[src/rtl/riscv_pkg.sv]
// Shared RV32 definitions used by the fetch stage: widths, the canonical NOP
// and the {instr, pc} entry carried between fetch and decode.
package riscv_pkg;

    localparam int XLEN = 32;
    localparam logic [XLEN-1:0] NOP_INSTR        = 32'h0000_0013;
    localparam logic [XLEN-1:0] RESET_PC_DEFAULT = 32'h0000_0000;

    typedef struct packed {
        logic [XLEN-1:0] instr;
        logic [XLEN-1:0] pc;
    } fetch_entry_t;

    localparam fetch_entry_t NOP_ENTRY = '{instr: NOP_INSTR, pc: '0};

    function automatic logic [XLEN-1:0] word_align(input logic [XLEN-1:0] addr);
        return {addr[XLEN-1:2], 2'b00};
    endfunction

endpackage

[src/rtl/fetch_fifo.sv]
// Small synchronous FIFO of fetch entries. The head entry lives in its own
// register so decode sees a registered {instr, pc} with no path from push data.
module fetch_fifo
    import riscv_pkg::*;
#(
    parameter int DEPTH = 2,
    localparam int AW = $clog2(DEPTH),
    localparam int CW = $clog2(DEPTH) + 1
) (
    input  logic         clk,
    input  logic         rst_n,
    input  logic         push,
    input  logic         pop,
    input  logic         flush,
    input  fetch_entry_t wdata,
    output fetch_entry_t head,
    output logic [CW-1:0] count,
    output logic         empty,
    output logic         full
);

    fetch_entry_t  mem [DEPTH];
    fetch_entry_t  head_reg;
    logic [AW-1:0] rd_ptr_reg;
    logic [AW-1:0] wr_ptr_reg;
    logic [AW-1:0] rd_ptr_inc;
    logic [CW-1:0] count_reg;
    logic          do_push;
    logic          do_pop;

    assign do_pop     = pop && (count_reg != '0);
    assign do_push    = push && ((count_reg != CW'(DEPTH)) || do_pop);
    assign rd_ptr_inc = rd_ptr_reg + 1'b1;

    always_ff @(posedge clk) begin
        if (do_push && !flush) begin
            mem[wr_ptr_reg] <= wdata;
        end
    end

    always_ff @(posedge clk or negedge rst_n) begin
        if (!rst_n) begin
            rd_ptr_reg <= '0;
            wr_ptr_reg <= '0;
            count_reg  <= '0;
            head_reg   <= NOP_ENTRY;
        end else if (flush) begin
            rd_ptr_reg <= '0;
            wr_ptr_reg <= '0;
            count_reg  <= '0;
        end else begin
            if (do_push) wr_ptr_reg <= wr_ptr_reg + 1'b1;
            if (do_pop)  rd_ptr_reg <= rd_ptr_inc;
            count_reg <= count_reg + CW'(do_push) - CW'(do_pop);
            // The next head is either the stored successor or the word arriving now.
            if (do_pop && (count_reg > CW'(1))) begin
                head_reg <= mem[rd_ptr_inc];
            end else if (do_push && ((count_reg == '0) || do_pop)) begin
                head_reg <= wdata;
            end
        end
    end

    assign head  = head_reg;
    assign count = count_reg;
    assign empty = (count_reg == '0);
    assign full  = (count_reg == CW'(DEPTH));

endmodule

[src/rtl/instr_fetch_unit.sv]
// Fetch stage: owns the fetch PC, issues credit-limited word reads to imem,
// buffers in-order responses and discards those made stale by a redirect.
module instr_fetch_unit
    import riscv_pkg::*;
#(
    parameter logic [31:0] RESET_PC   = RESET_PC_DEFAULT,
    parameter int          FIFO_DEPTH = 2
) (
    input  logic        clk,
    input  logic        rst_n,
    output logic        imem_req_valid,
    input  logic        imem_req_ready,
    output logic [31:0] imem_addr,
    input  logic        imem_rsp_valid,
    input  logic [31:0] imem_rsp_data,
    input  logic        redirect_valid,
    input  logic [31:0] redirect_pc,
    output logic        instr_valid,
    input  logic        instr_ready,
    output logic [31:0] instr,
    output logic [31:0] pc
);

    localparam int CW = $clog2(FIFO_DEPTH) + 1;
    localparam logic [CW:0] CREDIT_MAX = (CW + 1)'(FIFO_DEPTH);

    logic [31:0]   fetch_pc_reg, fetch_pc_next;
    logic [31:0]   rsp_pc_reg, rsp_pc_next;
    logic [CW-1:0] out_cnt_reg, out_cnt_next;
    logic [CW-1:0] drop_cnt_reg, drop_cnt_next;
    logic [CW-1:0] fifo_cnt;
    logic [CW:0]   in_use;
    logic          accept, rsp_ok, keep, pop;
    logic          fifo_empty, fifo_full;
    fetch_entry_t  head;
    fetch_entry_t  push_entry;

    // Outstanding requests (including ones to be dropped) plus buffered words
    // bound the buffer occupancy, so credit is taken from both.
    assign in_use         = {1'b0, out_cnt_reg} + {1'b0, fifo_cnt};
    assign imem_req_valid = rst_n && !redirect_valid && (in_use < CREDIT_MAX);
    assign imem_addr      = fetch_pc_reg;
    assign accept         = imem_req_valid && imem_req_ready;
    assign rsp_ok         = imem_rsp_valid && (out_cnt_reg != '0);
    assign keep           = rsp_ok && (drop_cnt_reg == '0) && !redirect_valid;
    assign instr_valid    = !fifo_empty;
    assign pop            = instr_valid && instr_ready;
    assign instr          = head.instr;
    assign pc             = head.pc;
    assign push_entry     = '{instr: imem_rsp_data, pc: rsp_pc_reg};

    always_comb begin
        out_cnt_next  = out_cnt_reg + CW'(accept) - CW'(rsp_ok);
        fetch_pc_next = fetch_pc_reg;
        rsp_pc_next   = rsp_pc_reg;
        drop_cnt_next = drop_cnt_reg;
        if (redirect_valid) begin
            fetch_pc_next = word_align(redirect_pc);
            rsp_pc_next   = word_align(redirect_pc);
            drop_cnt_next = out_cnt_next;
        end else begin
            if (accept) fetch_pc_next = fetch_pc_reg + 32'd4;
            if (keep)   rsp_pc_next   = rsp_pc_reg + 32'd4;
            if (rsp_ok && (drop_cnt_reg != '0)) drop_cnt_next = drop_cnt_reg - 1'b1;
        end
    end

    always_ff @(posedge clk or negedge rst_n) begin
        if (!rst_n) begin
            fetch_pc_reg <= RESET_PC;
            rsp_pc_reg   <= RESET_PC;
            out_cnt_reg  <= '0;
            drop_cnt_reg <= '0;
        end else begin
            fetch_pc_reg <= fetch_pc_next;
            rsp_pc_reg   <= rsp_pc_next;
            out_cnt_reg  <= out_cnt_next;
            drop_cnt_reg <= drop_cnt_next;
        end
    end

    fetch_fifo #(.DEPTH(FIFO_DEPTH)) u_fifo (
        .clk   (clk),
        .rst_n (rst_n),
        .push  (keep),
        .pop   (pop),
        .flush (redirect_valid),
        .wdata (push_entry),
        .head  (head),
        .count (fifo_cnt),
        .empty (fifo_empty),
        .full  (fifo_full)
    );

    // A response with nothing outstanding is a memory protocol error.
    a_rsp_outstanding: assert property (@(posedge clk) disable iff (!rst_n)
        imem_rsp_valid |-> (out_cnt_reg != '0));
    a_no_overflow: assert property (@(posedge clk) disable iff (!rst_n)
        !(keep && fifo_full && !pop));

endmodule
[config.mk]
export PLATFORM = sky130hd
export DESIGN_NAME = instr_fetch_unit
export DESIGN_NICKNAME = d
export VERILOG_FILES = /design/src/rtl/riscv_pkg.sv /design/src/rtl/fetch_fifo.sv /design/src/rtl/instr_fetch_unit.sv
export SDC_FILE = /design/constraint.sdc
export NUM_CORES = 1
export LEC_CHECK = 0
export ABC_AREA = 1
export ABC_CLOCK_PERIOD_IN_PS = 7600
export CORE_ASPECT_RATIO = 0.6
export CORE_MARGIN = 4
export CORE_UTILIZATION = 50
export DETAILED_ROUTE_END_ITERATION = 6
export HOLD_SLACK_MARGIN = 0.12
export PLACE_DENSITY = 0.74
export SKIP_CTS_REPAIR_TIMING = 1
export SLEW_MARGIN = 20
export SYNTH_ARGS = -nofsm -noshare
export SYNTH_HDL_FRONTEND = slang
export SYNTH_SLANG_ARGS = --single-unit
export TNS_END_PERCENT = 20
[constraint.sdc]
create_clock -name clk -period 7.6 [get_ports clk]
set_input_delay 1.52 -clock clk [delete_from_list [all_inputs] [get_ports clk]]
set_output_delay 1.52 -clock clk [all_outputs]
set_load 0.01 [all_outputs]
==> flow_metrics.tcl, run 1 <==
set metrics [dict create \
    clk_pin_slew_worst_paths_ns 0.06 \
    place.gp.congestion 0.914 \
    ys_seq_area_frac 0.566 \
    powerDensity_mw_per_mm2 317 \
    viasPerCell 5.44 \
    synth_edf_count 124 \
    pre_cts_slack_ns 3.00 \
    cts_tree "done" \
    synth_cells 1357 \
    numCtsBuffers 24 \
    postLayoutCellArea_mm2 0.0149 \
    synth_cell_types 41 \
    hold_path_end "u_fifo.head[32]" \
    core_mm2 0.0242 \
    syn_area_mm2 0.0123 \
    endpoint_kind "primary output" \
    leakage_nw 5.94 \
    synth_top_area_frac 0.302 \
    start_util 0.509 \
    ir_drop_mv 0.263 \
    first_global_vias 9327 \
    ios 168 \
    die_w_um 211 \
    grt_max_degree 70 \
    dr.pass1.iters 5 \
    antenna_found_initial 0 \
    rrSetupSlack_ns 4.59 \
    dieArea_mm2 0.0273 \
    finClkSkew_ns 0.0243 \
    cp_max_fo 52 \
    utilization 0.616 \
    drive_gt1_frac 0.0853 \
    fin_ws_ns 3.02 \
    grt_use_met2 0.339 \
    maxCapViolCount 0 \
    multiInputGateArea_mm2 0.00441 \
    insertion_delay_ns 0.53 \
    fmax_mhz 219 \
    syn_area_per_cell_um2 9.08 \
    wl_per_cell_um 17.5 \
    fin_crit_ns 4.58 \
    busiest_layer "met1" \
    ctsHtreeMaxLevel 1 \
    r2r-end "u_fifo.mem[1][6]" \
    synth-async-reset-ratio 0.512 \
    cts_root_buffer "clkbuf_16" \
    drt_first_iter_violations 803 \
    hpwl_mm 21.8 \
    ys_ff_latch 254 \
    area_growth_pct 20.9 \
    grtUsageMet3 0.0544 \
    seqCellArea_mm2 0.00698 \
    worst_setup_path_start_kind "input pin" \
    clock-sinks 254 \
    run_status "finished, final reports clean" \
    rsz0062_at_grt "false" \
    routed_wl_mm 32.2 \
    period_share 0.602 \
    use_met1 0.362 \
    final_antenna_net_count 0 \
    port_buffers 161 \
    crit_arrival_ns 3.06 \
    whs_path_depth 2 \
    nFillCells 2092 \
    hold_path.class "flip-flop to flip-flop" \
    ys_top_cells_by_area "edfxtp_1 30%, dfrtp_1 26%, nand2_1 9.3%" \
    grt_pass1_wl_mm 50.8 \
    drc 0 \
    hold_viol_final 0 \
    r2r_cells 5 \
    die_height_um 130 \
    required_ns 6.08 \
    synth-main-ff-cell "dfrtp_1" \
    vias 9978 \
    yosys.area.top_type "edfxtp_1" \
    yosysWarnings 0 \
    rr_startpoint "u_fifo.count[1]" \
    nets 1573 \
    num_antenna_cells 0 \
    grt_remaining_overflow 0 \
    slew_violations 0 \
    largest_register_ffs 124 \
    tns_ns 0 \
    placed_area_mm2 0.0141 \
    track_usage 0.232 \
    clock_path_buffers 3 \
    finalSetupViolations 0 \
    tightestPinTransition_ns 1.05 \
    crit_type "input pin to primary output" \
    max_slew_margin 0.300 \
    min_from "u_fifo.head[32]" \
    rows 44 \
]
final cells by class:
class                      instances  share of cell area
sequential                       254               0.468
multi-input combinational        882               0.296
timing repair buffer             174               0.114
clock buffer                      32              0.0436
inverter                         159              0.0400
tap                              322              0.0270
clock inverter                    12              0.0111
how the worst max path moves through the flow:
stage                        start                 to  slack [ns]  depth (start not counted)
floorplan           imem_rsp_valid  u_fifo.mem[0][10]        2.51                          5
global placement    redirect_valid     imem_req_valid        2.98                          5
detailed placement  redirect_valid     imem_req_valid        3.00                          5
CTS                 redirect_valid     imem_req_valid        3.00                          5
global route        redirect_valid     imem_req_valid        2.90                          5
finish              redirect_valid     imem_req_valid        3.02                          5
metrics by stage:
stage | hold WS, ns | total power, mW | cells
detailed placement | 0.464 | 3.49 | 1791
global route | 0.489 | 5.00 | 1835
CTS | 0.476 | 4.76 | 1835
global placement | 0.458 | 3.45 | 1791
finish | 0.474 | 4.73 | 1835
floorplan | 0.476 | 2.78 | 1360
placed cells by master (no fill, tap or decap), drive strengths merged, types with 2 or more instances in the layout:
cell and instances:
nand2 309, o21ai 160, clkdlybuf4s50 159, inv 158
dfrtp 127, edfxtp 124, nor2 96, nand3 83
o211ai 67, or2 62, a21oi 37, clkbuf 32
buf 15, nand4 10, clkinv 9, o21bai 8
xor2 7, ha 7, nor3 6, a31oi 6
xnor2 5, conb 4, bufinv 4, a22oi 3
o221ai 3, dfstp 3, and2 2
logic make-up after synthesis:
family                     synth area share
AOI/OAI and AO/OA                     0.136
xor gates and xnor gates            0.00853
adders and majority gates           0.00873
buffers and inverters                0.0784
DFF                                   0.566
other                              0.000304
and+or+nand+nor                       0.202
metal layers:
layer / wire, um / share of wire
met5: 0 / 0
met4: 388 / 0.012
met3: 2500 / 0.078
met2: 13900 / 0.43
met1: 15400 / 0.48
critical path, stage by stage:
cell             delay (ns)
buf_2                  0.76
nor2_1                 0.11
nand3_1                0.11
inv_1                  0.07
clkdlybuf4s50_1        0.48
power by group:
group / switching (mW) / internal [mW] / leakage [nW]
clock: 0.520 / 0.738 / 0.396
combinational: 0.833 / 0.651 / 2.85
sequential: 0.225 / 1.76 / 2.69
total: 1.58 / 3.15 / 5.94
cell usage after synthesis (2+ instances only):
| cell | count |
|---|---|
| a21oi_1 | 37 |
| a22oi_1 | 3 |
| a31oi_1 | 6 |
| and2_1 | 2 |
| buf_1 | 6 |
| buf_2 | 13 |
| buf_4 | 5 |
| buf_6 | 12 |
| clkbuf_1 | 29 |
| dfrtp_1 | 127 |
| dfstp_2 | 3 |
| edfxtp_1 | 124 |
| ha_1 | 7 |
| inv_1 | 156 |
| inv_2 | 2 |
| nand2_1 | 305 |
| nand2_2 | 3 |
| nand3_1 | 83 |
| nand4_1 | 10 |
| nor2_1 | 91 |
| nor2_2 | 2 |
| nor2_4 | 3 |
| nor3_1 | 6 |
| o211ai_1 | 67 |
| o21ai_0 | 112 |
| o21ai_1 | 48 |
| o21bai_1 | 8 |
| o221ai_1 | 3 |
| or2_2 | 62 |
| xnor2_1 | 5 |
| xor2_1 | 7 |
(Power assumes the default switching activity.)
==> inputs of run 2 (changes only) <==
ABC_CLOCK_PERIOD_IN_PS = 3870   (was 7600)
PLACE_DENSITY = 0.77   (was 0.74)
clock period = 3.87 ns   (was 7.6 ns; I/O delays follow)
==> run 2 against run 1 <==
Global-route usage grew 0.22 points. Sequential cell count is the same. Highest routed layer unchanged. Critical endpoint unchanged. Sequential power grew 96%. Register-to-register slack lost 3.5 ns.
==> flow_metrics.tcl, run 2 (same netlist as run 1, synthesis figures left out) <==
set metrics [dict create \
    insertion_delay_ns 0.53 \
    crit_arrival_ns 2.42 \
    placed_area_mm2 0.0142 \
    finClkSkew_ns 0.0154 \
    clock_path_buffers 3 \
    cp_max_fo 22 \
    ir_drop_mv 0.603 \
    drive_gt1_frac 0.0884 \
    ctsHtreeMaxLevel 1 \
    drt_first_iter_violations 1060 \
    nets 1575 \
    cts_root_buffer "clkbuf_16" \
    crit_chain "dlygate4sd3_1 -> buf_6 -> nand3_1 -> inv_1 -> clkdlybuf4s50_1" \
    drc 0 \
    numPlacedInstances 1792 \
    crit_type "input pin to primary output" \
    max_slew_margin 0.380 \
    endpoint_kind "primary output" \
    hold_path.class "flip-flop to flip-flop" \
    rows 44 \
    hpwl_mm 21.6 \
    finalSetupViolations 0 \
    die_w_um 211 \
    period_share 0.825 \
    wl_per_cell_um 17.9 \
    ios 168 \
    antenna_found_initial 0 \
    num_antenna_cells 0 \
    max_stage_delay_ns 0.55 \
    grt_pass1_wl_mm 51.2 \
    start_util 0.509 \
    cpMaxStageDelayCell "clkdlybuf4s50_1" \
    utilization 0.621 \
    rsz0062_at_grt "false" \
    core_mm2 0.0242 \
    final_common_cell "nand2_1" \
    slew_violations 0 \
    grt_remaining_overflow 0 \
    area_growth_pct 22.0 \
    clk_pin_slew_worst_paths_ns 0.06 \
    maxCapViolCount 0 \
    largest_register_ffs 124 \
    final_cell_mix "305 x nand2_1, 159 x clkdlybuf4s50_1, 156 x inv_1, 126 x dfrtp_1, 124 x edfxtp_1" \
    routed_wl_mm 32.8 \
    die_height_um 130 \
    viasPerCell 5.47 \
    tightestPinTransition_ns 0.922 \
    numCtsBuffers 24 \
    clock-sinks 254 \
    fmax_mhz 313 \
    worst_setup_path_start_kind "input pin" \
    final_antenna_net_count 0 \
    vias 10000 \
    required_ns 3.10 \
    dr.pass1.iters 5 \
    grt_max_degree 111 \
    cts_tree "done" \
    leakage_nw 5.99 \
    place.gp.congestion 0.926 \
    fin_crit_ns 3.19 \
    postLayoutCellArea_mm2 0.0150 \
    port_buffers 161 \
    stdcell_count 1837 \
    run_status "finished, final reports clean" \
    finalPower_mw 9.44 \
    first_global_vias 9456 \
    powerDensity_mw_per_mm2 628 \
    hold_viol_final 0 \
    dieArea_mm2 0.0273 \
    track_usage 0.234 \
]
[run 2: cell types whose count changed in the layout (fill, tap and decap cells not counted), sizes merged]
cell and delta:
clkbuf -2, dlygate4sd3 +1, buf +1, bufinv +1
clkinvlp +1
[run 2: power by group]
group | switching [mW] | total, mW | internal (mW)
registers | 0.447 | 3.90 | 3.46
logic | 1.65 | 2.95 | 1.30
clock network | 1.04 | 2.59 | 1.55
[run 2: area by class of cell]
cell class,instances,area [um2]
Clock buffer,30,664
Clock inverter,14,193
Fill cell,2045,9180
Inverter,159,597
Multi-Input combinational cell,882,4410
Sequential cell,254,6980
Tap cell,322,403
Timing Repair Buffer,176,1800
[run 2: path summary, 6_finish.rpt]
path / from / end / slack [ns] / depth (start not counted)
max in group asynchronous: rst_n / u_fifo.head[26] / 2.24 / 3
worst min-delay path: u_fifo.head[33] / u_fifo.head[33] / 0.47 / 2
worst max register to register: u_fifo.count[1] / u_fifo.count[1] / 1.09 / 10
worst max-delay path: rst_n / imem_req_valid / 0.68 / 5
min in group asynchronous: rst_n / u_fifo.head[12] / 0.68 / 2
worst min register to register: u_fifo.head[33] / u_fifo.head[33] / 0.47 / 2
[run 2: critical path: cells and delay by family]
kind / cells / cell delay [ns]
AND/OR/NAND/NOR: 1 / 0.12
buffers and inverters: 4 / 1.48
[run 2: metal layers]
layer,routed length [um],part of all wire,up-vias,global-route usage
li1,-,-,4801,-
met1,15900,0.48,4848,0.367
met2,14300,0.44,367,0.345
met3,2340,0.071,29,0.0469
met4,320,0.0097,0,0.0366
met5,0,0,-,0
[run 2: through the flow]
stage	setup slack (ns)	setup TNS (ns)	hold WS, ns
6_report	0.678	0	0.474
5_1_grt	0.556	0	0.503
4_1_cts	0.723	0	0.102
3_5_place_dp	1.01	0	0.461
3_3_place_gp	1.04	0	0.458
2_1_floorplan	-0.470	-58.33	0.476
